### src/rtl/instr_enc.sv
// MSP430 instruction encoder: serializes decoded fields into the opcode word plus 0-2 extension words.
// Optional constant-generator re-encoding of immediates is enabled by defining INSTR_ENC_CG_EN.
module instr_enc (
    input  logic        clk,
    input  logic        rst,
    input  logic        in_valid,
    output logic        in_ready,
    input  logic [1:0]  fmt,
    input  logic [3:0]  opcode,
    input  logic [9:0]  offset,
    input  logic        BW,
    input  logic        Ad,
    input  logic [1:0]  As,
    input  logic [3:0]  reg_S,
    input  logic [3:0]  reg_D,
    input  logic [15:0] src_ext,
    input  logic [15:0] dst_ext,
    output logic [15:0] MDB_in,
    output logic        mdb_valid,
    input  logic        mdb_ready,
    output logic        last,
    output logic        err
);

    typedef enum logic [1:0] {IDLE, OPW, SRCW, DSTW} state_t;

    state_t      state, state_next;
    logic [15:0] op_word_q, src_q, dst_q;
    logic        need_src_q, need_dst_q;

    logic [15:0] op_word_d;
    logic [3:0]  src_reg;
    logic [1:0]  src_as;
    logic        is_reti, invalid, need_src_d, need_dst_d;
    logic        accept, handshake;

    assign in_ready  = (state == IDLE);
    assign accept    = in_valid & in_ready;
    assign handshake = mdb_valid & mdb_ready;

    // Field decode; the source operand register is reg_S for Format I and reg_D for Format II
    always_comb begin
        src_reg = (fmt == 2'd1) ? reg_S : reg_D;
        src_as  = As;
`ifdef INSTR_ENC_CG_EN
        if (fmt != 2'd3 && As == 2'b11 && src_reg == 4'd0) begin
            case (src_ext)
                16'h0000: begin src_reg = 4'd3; src_as = 2'b00; end
                16'h0001: begin src_reg = 4'd3; src_as = 2'b01; end
                16'h0002: begin src_reg = 4'd3; src_as = 2'b10; end
                16'hFFFF: begin src_reg = 4'd3; src_as = 2'b11; end
                16'h0004: begin src_reg = 4'd2; src_as = 2'b10; end
                16'h0008: begin src_reg = 4'd2; src_as = 2'b11; end
                default:  ;
            endcase
        end
`endif
        is_reti    = (fmt == 2'd2) && (opcode[2:0] == 3'd6);
        invalid    = (fmt == 2'd0) || (fmt == 2'd1 && opcode < 4'd4) ||
                     (fmt == 2'd2 && opcode[2:0] == 3'd7);
        need_src_d = (fmt == 2'd1 || (fmt == 2'd2 && !is_reti)) &&
                     (src_reg != 4'd3) && !(src_reg == 4'd2 && src_as[1]) &&
                     (src_as == 2'b01 || (src_as == 2'b11 && src_reg == 4'd0));
        need_dst_d = (fmt == 2'd1) && Ad;
        case (fmt)
            2'd1:    op_word_d = {opcode, src_reg, Ad, BW, src_as, reg_D};
            2'd2:    op_word_d = is_reti ? {6'b000100, 3'b110, 7'b0000000}
                                         : {6'b000100, opcode[2:0], BW, src_as, src_reg};
            2'd3:    op_word_d = {3'b001, opcode[2:0], offset};
            default: op_word_d = 16'h0000;
        endcase
    end

    // State register and latched instruction; invalid requests only raise err
    always_ff @(posedge clk or posedge rst) begin
        if (rst) begin
            state      <= IDLE;
            op_word_q  <= 16'h0000;
            src_q      <= 16'h0000;
            dst_q      <= 16'h0000;
            need_src_q <= 1'b0;
            need_dst_q <= 1'b0;
            err        <= 1'b0;
        end else begin
            state <= state_next;
            err   <= accept & invalid;
            if (accept && !invalid) begin
                op_word_q  <= op_word_d;
                src_q      <= src_ext;
                dst_q      <= dst_ext;
                need_src_q <= need_src_d;
                need_dst_q <= need_dst_d;
            end
        end
    end

    always_comb begin
        state_next = state;
        mdb_valid  = 1'b0;
        MDB_in     = 16'h0000;
        last       = 1'b0;
        case (state)
            IDLE: begin
                if (accept && !invalid)
                    state_next = OPW;
            end
            OPW: begin
                mdb_valid = 1'b1;
                MDB_in    = op_word_q;
                last      = !need_src_q && !need_dst_q;
                if (handshake)
                    state_next = need_src_q ? SRCW : (need_dst_q ? DSTW : IDLE);
            end
            SRCW: begin
                mdb_valid = 1'b1;
                MDB_in    = src_q;
                last      = !need_dst_q;
                if (handshake)
                    state_next = need_dst_q ? DSTW : IDLE;
            end
            DSTW: begin
                mdb_valid = 1'b1;
                MDB_in    = dst_q;
                last      = 1'b1;
                if (handshake)
                    state_next = IDLE;
            end
            default: state_next = IDLE;
        endcase
    end

endmodule

### config.mk
export PLATFORM = sky130hd
export DESIGN_NAME = instr_enc
export DESIGN_NICKNAME = d
export VERILOG_FILES = /design/src/rtl/instr_enc.sv
export SDC_FILE = /design/constraint.sdc
export NUM_CORES = 1
export LEC_CHECK = 0
export ABC_AREA = 1
export ABC_CLOCK_PERIOD_IN_PS = 2000
export BUFFER_PORTS_ARGS = -buffer_cell sky130_fd_sc_hd__buf_2
export CORE_MARGIN = 3
export CORE_UTILIZATION = 45
export CTS_CLUSTER_DIAMETER = 60
export DETAILED_ROUTE_END_ITERATION = 12
export PLACE_DENSITY = 0.72
export RECOVER_POWER = 100
export SLEW_MARGIN = 15
export SYNTH_ARGS = -nofsm -noshare
export SYNTH_HDL_FRONTEND = slang
export SYNTH_SLANG_ARGS = --single-unit
### constraint.sdc
create_clock -name clk -period 2 [get_ports clk]
set_clock_uncertainty 0.15 [all_clocks]
set_input_delay 0.3 -clock clk [delete_from_list [all_inputs] [get_ports clk]]
set_output_delay 0.3 -clock clk [all_outputs]
set_load 0.01 [all_outputs]
==> run summary, run 1 <==
### Synthesis
• **share of synthesized area occupied by flip-flops and latches** 0.486
• **Mean Syn Cell Area** 7.78 um2
• **library cells used by synthesis** 25
• **flop and latch count out of synthesis** 53
• **Post-Synthesis Cells** 351
• **syn_nets** 415
• **post-synth design cell area** 2730 um2
• **YS warnings** 0

### Power
• **internal power** 2.70 mW
• **total power consumption of the routed design** 4.45 mW
• **part of the total power dissipated in the clock network** 0.172
• **Max IR drop VDD** 0.000685 V
• **LEAKAGE** 1.83 nW
• **power density cells** 1310 nW/um2
• **switching power total** 1.75 mW
• **proportion of power drawn by combinational gates** 0.430
• **sw frac** 0.394
• **relative contribution of sequential cells to total power** 0.398

### Clock tree
• **H-tree level count** 2
• **TritonCTS clock tree** yes
• **clock slew at the register clock pins of the worst setup and hold paths** 0.10 ns
• **TritonCTS Sinks** 53
• **number of buffers created by CTS** 5
• **maximum root-to-sink buffer count** 2
• **clock root buffer** sky130_fd_sc_hd__clkbuf_8
• **Clock Latency Late Sink** 0.30 ns

### Finish
• **number of nets in the final layout** 507
• **most common cell after layout, fill and taps aside** sky130_fd_sc_hd__nand2_1
• **finished layout cell area** 3400 um2
• **commonest cells after routing, fill and taps aside** sky130_fd_sc_hd__nand2_1, sky130_fd_sc_hd__buf_2, sky130_fd_sc_hd__dfrtp_1, sky130_fd_sc_hd__inv_1, sky130_fd_sc_hd__o21ai_0
• **share of layout cells above drive strength 1** 0.277
• **growth of design area from synthesis to finish** 24.4%
• **number of filler instances in the final layout** 532
• **# diodes** 0

### Floorplanning
• **die span in x** 83.9 um
• **I/O pin count** 84
• **Initial Util** 0.481
• **vertical die dimension** 83.9 um
• **core footprint** 5680 um2
• **die area** 7040 um2
• **standard-cell rows** 27

### Critical path
• **Critical Path Sink Type** output pin
• **ordered cell list for the critical path** inv_2, nand2_4, buf_4, o211ai_1, clkbuf_2
• **critical setup path kind** register to output pin
• **Worst path max stage delay** 0.42 ns
• **Worst Path Required** 1.55 ns
• **library cell contributing the largest single delay on the critical path** sky130_fd_sc_hd__dfrtp_1
• **startpoint types** register
• **highest net fanout along the worst path** 6
• **Critical Path AT** 1.48 ns

### Route
• **number of design-rule violations left by the first detailed-router iteration** 110
• **vias after detailed routing** 2599
• **via/cell ratio** 5.04
• **routed length per instance** 13.7 um
• **antenna viol nets, final** 0
• **drt first pass iters** 4
• **DRC Markers** 0
• **Post-Route WL** 7090 um

### Global route
• **grt total ovfl** 0
• **combined global-route utilization of all metal layers** 0.200
• **global-route wire length before repair** 11400 um
• **met3 GRT Util** 0.0494
• **maximum number of pins on one net before global-route repair** 54
• **vias in the first global route** 2495
• **met1 global-route usage** 0.269
• **initial antenna violation count** 0
• **gr busiest metal** met2
• **GRT met2 Usage** 0.317

### Timing
• **Fin Setup TNS** 0 ns
• **worst rel slew slack** 0.504
• **min cycle time layout** 1.93 ns
• **number of hold-slack violations in the final timing report** 0
• **transition at the pin with the smallest max-transition slack** 0.744 ns
• **worst-case hold slack** 0.0309 ns
• **final period utilization** 0.967
• **Final Max Slew Viols** 0
• **maximum operating frequency** 517 MHz
• **final setup violating endpoints** 0

### Placed design
• **number of I/O port buffers** 83
• **instance area after placement** 3240 um2
• **Detail Placement HPWL** 5210 um
• **RePlAce Congestion** 0.859

### Job
• **Max-Cap Viols** 0

### Status
• **status** completed

### Min path
• **worst hold path class** input pin to register

[cells by family (layout without fill, tap and decap cells)]
family          after synthesis  count (layout)  synth area share
simple gates                174             174             0.262
compound gates               64              64             0.149
buf+inv                      60             153             0.104
flops                        53              53             0.486
[final timing paths]
kind	startpoint	endpoint	slack, ns	depth (start not counted)
worst max-delay path	state[0]$_DFFE_PP0P_	MDB_in[12]	0.07	5
worst min-delay path	dst_ext[12]	dst_q[12]$_DFFE_PP0P_	0.03	3
worst max register to register	state[1]$_DFFE_PP0P_	op_word_q[7]$_DFFE_PP0P_	0.12	8
worst min register to register	dst_q[8]$_DFFE_PP0P_	dst_q[8]$_DFFE_PP0P_	0.34	2
max in group asynchronous	rst	state[1]$_DFFE_PP0P_	0.55	4
min in group asynchronous	rst	dst_q[8]$_DFFE_PP0P_	0.61	4
[synth_stat cells, drive strengths merged]
| cell | number | area share |
|---|---|---|
| o21a | 1 | 0.0028 |
| clkbuf | 2 | 0.0028 |
| dfrtp | 53 | 0.49 |
| o31ai | 2 | 0.0055 |
| a21boi | 1 | 0.0028 |
| nor2 | 7 | 0.015 |
| clkinv | 1 | 0.0014 |
| o22ai | 3 | 0.0069 |
| nand3 | 17 | 0.036 |
| inv | 43 | 0.059 |
| buf | 14 | 0.040 |
| nand2 | 150 | 0.21 |
| o211ai | 9 | 0.025 |
| a22oi | 2 | 0.0055 |
| o21ai | 37 | 0.072 |
| o221ai | 9 | 0.029 |
[what timing repair did]
action                                  4_1_cts  5_1_grt
endpoints found under the setup margin       16       15
pin swaps                                     0        0
setup buffers                                 3        1
hold buffers                                  1        0
resized for setup                             4        5
hold endpoints to repair                     53        0
[metrics by stage]
| stage | std cells | utilization | setup WS [ns] |
|---|---|---|---|
| finish | 516 | 0.599 | 0.0656 |
| global route | 516 | 0.599 | -0.0153 |
| CTS | 515 | 0.599 | 0.0253 |
| detailed placement | 503 | 0.571 | 0.280 |
| global placement | 503 | 0.571 | 0.295 |
| floorplan | 351 | - | 0.264 |
[metal layers]
| layer | vias up | part of all wire |
|---|---|---|
| li1 | 1302 | - |
| met3 | 6 | 0.089 |
| met2 | 111 | 0.48 |
| met1 | 1180 | 0.43 |
| met4 | 0 | 0.0075 |
| met5 | - | 0 |
[sequential cells by signal, indices dropped and copies added, names as in the netlist]
signal      flops
op_word_q      16
need_src_q      1
need_dst_q      1
src_q          16
state           2
dst_q          16
err             1
[critical path: cells and delay by family, from the launching register on]
kind                   cells  cell delay, ns
flip-flops                 1            0.42
AO/OA/AOI/OAI              1            0.19
buffers and inverters      3            0.47
AND/OR/NAND/NOR            1            0.10
[power groups by stage]
stage	clock network [mW]	registers, mW	logic, mW
4_1_cts	0.786	1.76	1.94
6_report	0.765	1.77	1.91
3_3_place_gp	0	1.76	1.83
5_1_grt	0.828	1.81	2.15
3_5_place_dp	0	1.78	1.86
2_1_floorplan	0	1.73	1.28
[layout make-up]
class	instances	area, um2	area share
inverter	44	165	0.0486
clock inverter	2	37.5	0.0110
sequential	53	1330	0.391
timing repair buffer	101	556	0.164
multi-input combinational	238	1140	0.335
tap	72	90.1	0.0265
clock buffer	6	82.6	0.0243
No activity file was read; power rests on OpenSTA's default activity.
==> run 2: changes to the inputs <==
--- a/config.mk
+++ b/config.mk
@@ -6,7 +6,7 @@
 export NUM_CORES = 1
 export LEC_CHECK = 0
 export ABC_AREA = 1
-export ABC_CLOCK_PERIOD_IN_PS = 2000
+export ABC_CLOCK_PERIOD_IN_PS = 2200
 export BUFFER_PORTS_ARGS = -buffer_cell sky130_fd_sc_hd__buf_2
 export CORE_MARGIN = 3
 export CORE_UTILIZATION = 45
==> constraint.sdc (replaced) <==
create_clock -name clk -period 2.2 [get_ports clk]
set_clock_uncertainty 0.15 [all_clocks]
set_input_delay 0.33 -clock clk [delete_from_list [all_inputs] [get_ports clk]]
set_output_delay 0.33 -clock clk [all_outputs]
set_load 0.01 [all_outputs]
==> run 2 against run 1 <==
Die area unchanged. First-iteration DRC count up 42%. Global-route usage up 0.66 points. Combinational power is 16% lower.
==> run summary, run 2 (synthesis gave the netlist of run 1 again) <==
### Status
• **status** completed

### Route
• **drt first pass iters** 5, +1
• **number of design-rule violations left by the first detailed-router iteration** 156, +42%
• **routed metal-1 wire length** 3270 um, +8.4%
• **antenna viol nets, final** 0, unchanged
• **length of routed met3 wiring** 439 um, -31%
• **routed length per instance** 14.1 um, +2.3%
• **met2 wire len** 3350 um, -0.95%
• **DRC Markers** 0, unchanged
• **highest metal layer with signal wires** met4
• **vias after detailed routing** 2595, -0.15%
• **Post-Route WL** 7130 um, +0.56%
• **via/cell ratio** 5.12, +1.6%

### Placed design
• **number of I/O port buffers** 83, unchanged
• **Detail Placement HPWL** 5320 um, +2.1%
• **RePlAce Congestion** 0.922, +7.4%
• **post-placement worst setup slack** 0.332 ns, +0.0521 ns
• **instance area after placement** 3200 um2, -1.2%
• **Placed Cells incl. Taps** 498, -0.99%

### Floorplanning
• **die area** 7040 um2, unchanged
• **standard-cell rows** 27, unchanged
• **I/O pin count** 84, unchanged
• **die span in x** 83.9 um, unchanged
• **core footprint** 5680 um2, unchanged
• **vertical die dimension** 83.9 um, unchanged
• **Initial Util** 0.481, unchanged

### Finish
• **commonest cells after routing, fill and taps aside** sky130_fd_sc_hd__nand2_1, sky130_fd_sc_hd__buf_2, sky130_fd_sc_hd__dfrtp_1, sky130_fd_sc_hd__inv_1, sky130_fd_sc_hd__o21ai_0
• **biggest regs** dst_q (16), op_word_q (16), src_q (16)
• **Final Util** 0.576, -0.0227
• **growth of design area from synthesis to finish** 19.7%
• **Final Non-Filler Cells** 507, -1.7%
• **most common cell after layout, fill and taps aside** sky130_fd_sc_hd__nand2_1
• **finished layout cell area** 3270 um2, -3.8%
• **share of layout cells above drive strength 1** 0.234, -0.0425
• **multi-input combinational cell area** 1120 um2, -2.0%
• **# diodes** 0, unchanged
• **number of nets in the final layout** 498, -1.8%
• **number of filler instances in the final layout** 556, +4.5%
• **sequential cell area in the final layout** 1330 um2, about the same

### Clock tree
• **TritonCTS Sinks** 53, unchanged
• **clock slew at the register clock pins of the worst setup and hold paths** 0.10 ns, about the same
• **H-tree level count** 2, unchanged
• **number of buffers created by CTS** 5, unchanged
• **maximum root-to-sink buffer count** 2, unchanged
• **TritonCTS clock tree** yes
• **Clock Latency Late Sink** 0.30 ns, about the same
• **clock root buffer** sky130_fd_sc_hd__clkbuf_8

### Critical path
• **Worst Path Required** 1.72 ns, +0.17 ns
• **highest net fanout along the worst path** 10, +4
• **Worst setup startpoint** state[1]$_DFFE_PP0P_
• **critical setup path kind** register to output pin
• **Critical Path AT** 1.60 ns, +0.12 ns
• **worst reg2reg startpoint** state[1]$_DFFE_PP0P_
• **Critical Path Sink Type** output pin
• **startpoint types** register

### Timing
• **RSZ-0062 raised after global routing** no
• **transition at the pin with the smallest max-transition slack** 0.853 ns, +0.109 ns
• **worst rel slew slack** 0.431, -0.0735
• **worst-case hold slack** 0.0649 ns, +0.0340 ns
• **maximum operating frequency** 481 MHz
• **worst path setup slack after routing** 0.120 ns, +0.0543 ns
• **min cycle time layout** 2.08 ns
• **number of hold-slack violations in the final timing report** 0, unchanged
• **final setup violating endpoints** 0, unchanged
• **Fin Setup TNS** 0 ns, unchanged
• **final period utilization** 0.946
• **Final Max Slew Viols** 0, unchanged

### Power
• **Max IR drop VDD** 0.000520 V, -24%
• **power density cells** 1150 nW/um2, -12%
• **total power consumption of the routed design** 3.75 mW, -16%
• **LEAKAGE** 1.75 nW, -4.4%

### Job
• **Max-Cap Viols** 0, unchanged

### Min path
• **worst hold path class** input pin to register
• **hold path start** dst_ext[13]

### Global route
• **global-route wire length before repair** 11700 um, +2.0%
• **initial antenna violation count** 0, unchanged
• **combined global-route utilization of all metal layers** 0.206, +0.00662
• **maximum number of pins on one net before global-route repair** 42, -22%
• **grt total ovfl** 0, unchanged
• **vias in the first global route** 2454, -1.6%

## run 2: repair_timing
item | 4_1_cts | 5_1_grt
setup endpoints to repair | 1 | 13
setup buffers | 0 | 0
endpoints found under the hold margin | 22 | 0
hold buffers | 1 | 0
gates resized for setup | 1 | 3
## run 2: worst paths after layout
path                                             to  slack [ns]  depth (start not counted)
max                                       MDB_in[7]        0.12                          4
min                           dst_q[13]$_DFFE_PP0P_        0.06                          3
max reg2reg                    src_q[4]$_DFFE_PP0P_        0.19                          8
min reg2reg                    dst_q[2]$_DFFE_PP0P_        0.34                          2
max in group asynchronous  op_word_q[1]$_DFFE_PP0P_        0.28                          4
min in group asynchronous      src_q[8]$_DFFE_PP0P_        0.59                          3
## run 2: final cells by class
type | count | share of cell area
flip-flops and latches | 53 | 0.406
multi-input cells | 238 | 0.342
repair buffers | 92 | 0.149
inverters | 44 | 0.0505
well taps | 72 | 0.0276
clock buffers | 6 | 0.0222
clock inverters | 2 | 0.00306
## run 2: routing by layer
layer | global-route usage | vias to the layer above
met2 | 0.338 | 93
li1 | - | 1283
met4 | 0.0453 | 0
met1 | 0.285 | 1212
met5 | 0 | -
met3 | 0.0375 | 7
## run 2: where the power goes
part	internal [mW]	switching, mW	total [mW]
logic	0.579	1.02	1.60
registers	1.41	0.194	1.60
clock network	0.222	0.318	0.539
total	2.21	1.54	3.75
## run 2: critical path, stage by stage (launching register included)
cell and delay (ns):
sky130_fd_sc_hd__dfrtp_1 0.47, sky130_fd_sc_hd__nand2_2 0.16, sky130_fd_sc_hd__clkbuf_2 0.24, sky130_fd_sc_hd__o221ai_1 0.24, sky130_fd_sc_hd__clkbuf_2 0.17
==> run 3: changes to the inputs <==
--- a/config.mk
+++ b/config.mk
@@ -9,10 +9,9 @@
 export ABC_CLOCK_PERIOD_IN_PS = 2200
 export BUFFER_PORTS_ARGS = -buffer_cell sky130_fd_sc_hd__buf_2
 export CORE_MARGIN = 3
-export CORE_UTILIZATION = 45
+export CORE_UTILIZATION = 25
 export CTS_CLUSTER_DIAMETER = 60
 export DETAILED_ROUTE_END_ITERATION = 12
-export PLACE_DENSITY = 0.72
 export RECOVER_POWER = 100
 export SLEW_MARGIN = 15
 export SYNTH_ARGS = -nofsm -noshare
==> run 3 against run 2 <==
Sequential cell count did not move. Non-clock buffer count rose by 3. Combinational power barely moved. Critical path depth rose by 1. Via count fell by 2.2%. Routed wire length rose by 11%. Worst hold slack improved by 0.00062 ns. Sequential share of layout area fell by 1.6 points. Final area rose by 4.0%. Critical path type unchanged.
==> run summary, run 3 (synthesis gave the netlist of run 1 again) <==
### Power
• **part of the total power dissipated in the clock network** 0.168, +0.024
• **power density cells** 1150 nW/um2, about the same
• **sw frac** 0.399, -0.0111
• **internal power** 2.34 mW, +5.9%
• **Max IR drop VDD** 0.000398 V, -23%
• **LEAKAGE** 1.77 nW, +1.5%
• **switching power total** 1.55 mW, +1.2%
• **relative contribution of sequential cells to total power** 0.417, -0.011
• **proportion of power drawn by combinational gates** 0.415, -0.013

### Finish
• **finished layout cell area** 3400 um2, +4.0%
• **commonest cells after routing, fill and taps aside** sky130_fd_sc_hd__nand2_1, sky130_fd_sc_hd__buf_2, sky130_fd_sc_hd__dfrtp_1, sky130_fd_sc_hd__inv_1, sky130_fd_sc_hd__o21ai_0
• **biggest regs** dst_q (16), op_word_q (16), src_q (16)
• **share of layout cells above drive strength 1** 0.236, +0.00122
• **# diodes** 0, unchanged
• **Final Non-Filler Cells** 573, +13%
• **most common cell after layout, fill and taps aside** sky130_fd_sc_hd__nand2_1
• **number of nets in the final layout** 501, +0.60%
• **growth of design area from synthesis to finish** 24.5%

### Placed design
• **RePlAce Congestion** 0.900, -2.4%
• **post-placement worst setup slack** 0.308 ns, -0.0243 ns
• **Detail Placement HPWL** 6020 um, +13%
• **instance area after placement** 3280 um2, +2.5%
• **number of I/O port buffers** 83, unchanged
• **Placed Cells incl. Taps** 562, +13%

### Global route
• **combined global-route utilization of all metal layers** 0.131, -0.0749
• **grt total ovfl** 0, unchanged
• **maximum number of pins on one net before global-route repair** 67, +60%
• **global-route wire length before repair** 13000 um, +12%
• **vias in the first global route** 2575, +4.9%
• **initial antenna violation count** 0, unchanged

### Timing
• **final setup violating endpoints** 0, unchanged
• **Final Max Slew Viols** 0, unchanged
• **worst path setup slack after routing** 0.131 ns, +0.0109 ns
• **final period utilization** 0.941, -0.00497
• **worst-case hold slack** 0.0655 ns, +0.000619 ns
• **transition at the pin with the smallest max-transition slack** 0.919 ns, +0.0655 ns
• **RSZ-0062 raised after global routing** no
• **Fin Setup TNS** 0 ns, unchanged
• **maximum operating frequency** 483 MHz, +0.53%
• **worst rel slew slack** 0.387, -0.0437
• **number of hold-slack violations in the final timing report** 0, unchanged
• **min cycle time layout** 2.07 ns, -0.0109 ns

### Critical path
• **Critical Path Sink Type** output pin
• **Worst Path Required** 1.72 ns, about the same
• **Buffers & Inverters on Critical Path** 3, +1
• **ordered cell list for the critical path** inv_2, nand2_1, buf_4, o221ai_1, clkbuf_2
• **startpoint types** register
• **highest net fanout along the worst path** 10, unchanged
• **Worst path max stage delay** 0.49 ns, +0.02 ns
• **library cell contributing the largest single delay on the critical path** sky130_fd_sc_hd__dfrtp_1
• **critical setup path kind** register to output pin
• **Critical Path AT** 1.59 ns, about the same
• **category of cells accounting for the largest share of critical-path delay** flip-flops
• **depth of the worst register-to-register path** 8, unchanged
• **number of logic stages on the critical path including buffering** 5, +1

### Clock tree
• **TritonCTS clock tree** yes
• **clock root buffer** sky130_fd_sc_hd__clkbuf_8
• **maximum root-to-sink buffer count** 2, unchanged
• **H-tree level count** 2, unchanged
• **TritonCTS Sinks** 53, unchanged
• **number of buffers created by CTS** 5, unchanged
• **Clock Latency Late Sink** 0.30 ns, about the same
• **clock slew at the register clock pins of the worst setup and hold paths** 0.10 ns, about the same

### Floorplanning
• **I/O pin count** 84, unchanged
• **die area** 12200 um2, +74%
• **Initial Util** 0.261, -0.220
• **core footprint** 10500 um2, +84%
• **vertical die dimension** 111 um, +32%
• **standard-cell rows** 37, +37%
• **die span in x** 111 um, +32%

### Route
• **DRC Markers** 0, unchanged
• **routed length per instance** 13.8 um, -1.9%
• **drt first pass iters** 4, -1
• **number of design-rule violations left by the first detailed-router iteration** 149, -4.5%
• **vias after detailed routing** 2537, -2.2%
• **via/cell ratio** 4.43, -13%
• **antenna viol nets, final** 0, unchanged
• **Post-Route WL** 7900 um, +11%

### Job
• **Max-Cap Viols** 0, unchanged

### Min path
• **cell depth of the worst min-delay path** 3, unchanged
• **worst hold path class** input pin to register

### Status
• **status** completed

==> run 3: worst register-to-register path: stages, from the launching register on <==
cell and delay (ns):
sky130_fd_sc_hd__dfrtp_1 0.45, sky130_fd_sc_hd__inv_2 0.20, sky130_fd_sc_hd__nand2_1 0.14, sky130_fd_sc_hd__nor2_1 0.23
sky130_fd_sc_hd__nand3_4 0.09, sky130_fd_sc_hd__inv_1 0.10, sky130_fd_sc_hd__buf_12 0.25, sky130_fd_sc_hd__o21ai_0 0.16
sky130_fd_sc_hd__o21ai_2 0.08
==> run 3: final timing paths <==
check / from / endpoint / slack [ns]
max in group asynchronous: rst / op_word_q[14]$_DFFE_PP0P_ / 0.60
worst max-delay path: state[0]$_DFFE_PP0P_ / MDB_in[15] / 0.13
min in group asynchronous: rst / src_q[9]$_DFFE_PP0P_ / 0.61
worst min-delay path: dst_ext[9] / dst_q[9]$_DFFE_PP0P_ / 0.07
worst max register to register: state[1]$_DFFE_PP0P_ / op_word_q[7]$_DFFE_PP0P_ / 0.29
worst min register to register: dst_q[6]$_DFFE_PP0P_ / dst_q[6]$_DFFE_PP0P_ / 0.34
==> run 3: stage by stage <==
step	total power, mW	utilization
2_1_floorplan	2.74	-
3_3_place_gp	3.27	0.314
3_5_place_dp	3.31	0.314
4_1_cts	3.99	0.325
5_1_grt	4.25	0.325
6_report	3.89	0.325
==> run 3: repair_timing <==
item,4_1_cts,5_1_grt
pin swaps,0,0
setup endpoints to repair,1,10
setup buffers,0,3
resized for setup,1,2
endpoints found under the hold margin,22,0
hold buffers,1,0
==> run 3: power groups by stage <==
| stage | registers (mW) | clock network (mW) | logic [mW] |
|---|---|---|---|
| 3_5_place_dp | 1.65 | 0 | 1.66 |
| 5_1_grt | 1.67 | 0.721 | 1.86 |
| 3_3_place_gp | 1.63 | 0 | 1.64 |
| 2_1_floorplan | 1.57 | 0 | 1.17 |
| 4_1_cts | 1.63 | 0.679 | 1.68 |
| 6_report | 1.62 | 0.656 | 1.61 |
==> run 3: layer usage <==
layer  GRT usage  up-vias  wire length, um
li1            -     1290                -
met1       0.178     1164             3680
met2       0.214       77             3670
met3      0.0296        6              492
met4      0.0287        0               68
met5           0        -                0
==> run 3: cell type report <==
type / instances / area [um2]
Multi-Input combinational cell: 238 / 1110
Tap cell: 136 / 170
Timing Repair Buffer: 95 / 522
Fill cell: 1182 / 7060
Sequential cell: 53 / 1330
Inverter: 44 / 165
Clock buffer: 5 / 68.8
Clock inverter: 2 / 35.0
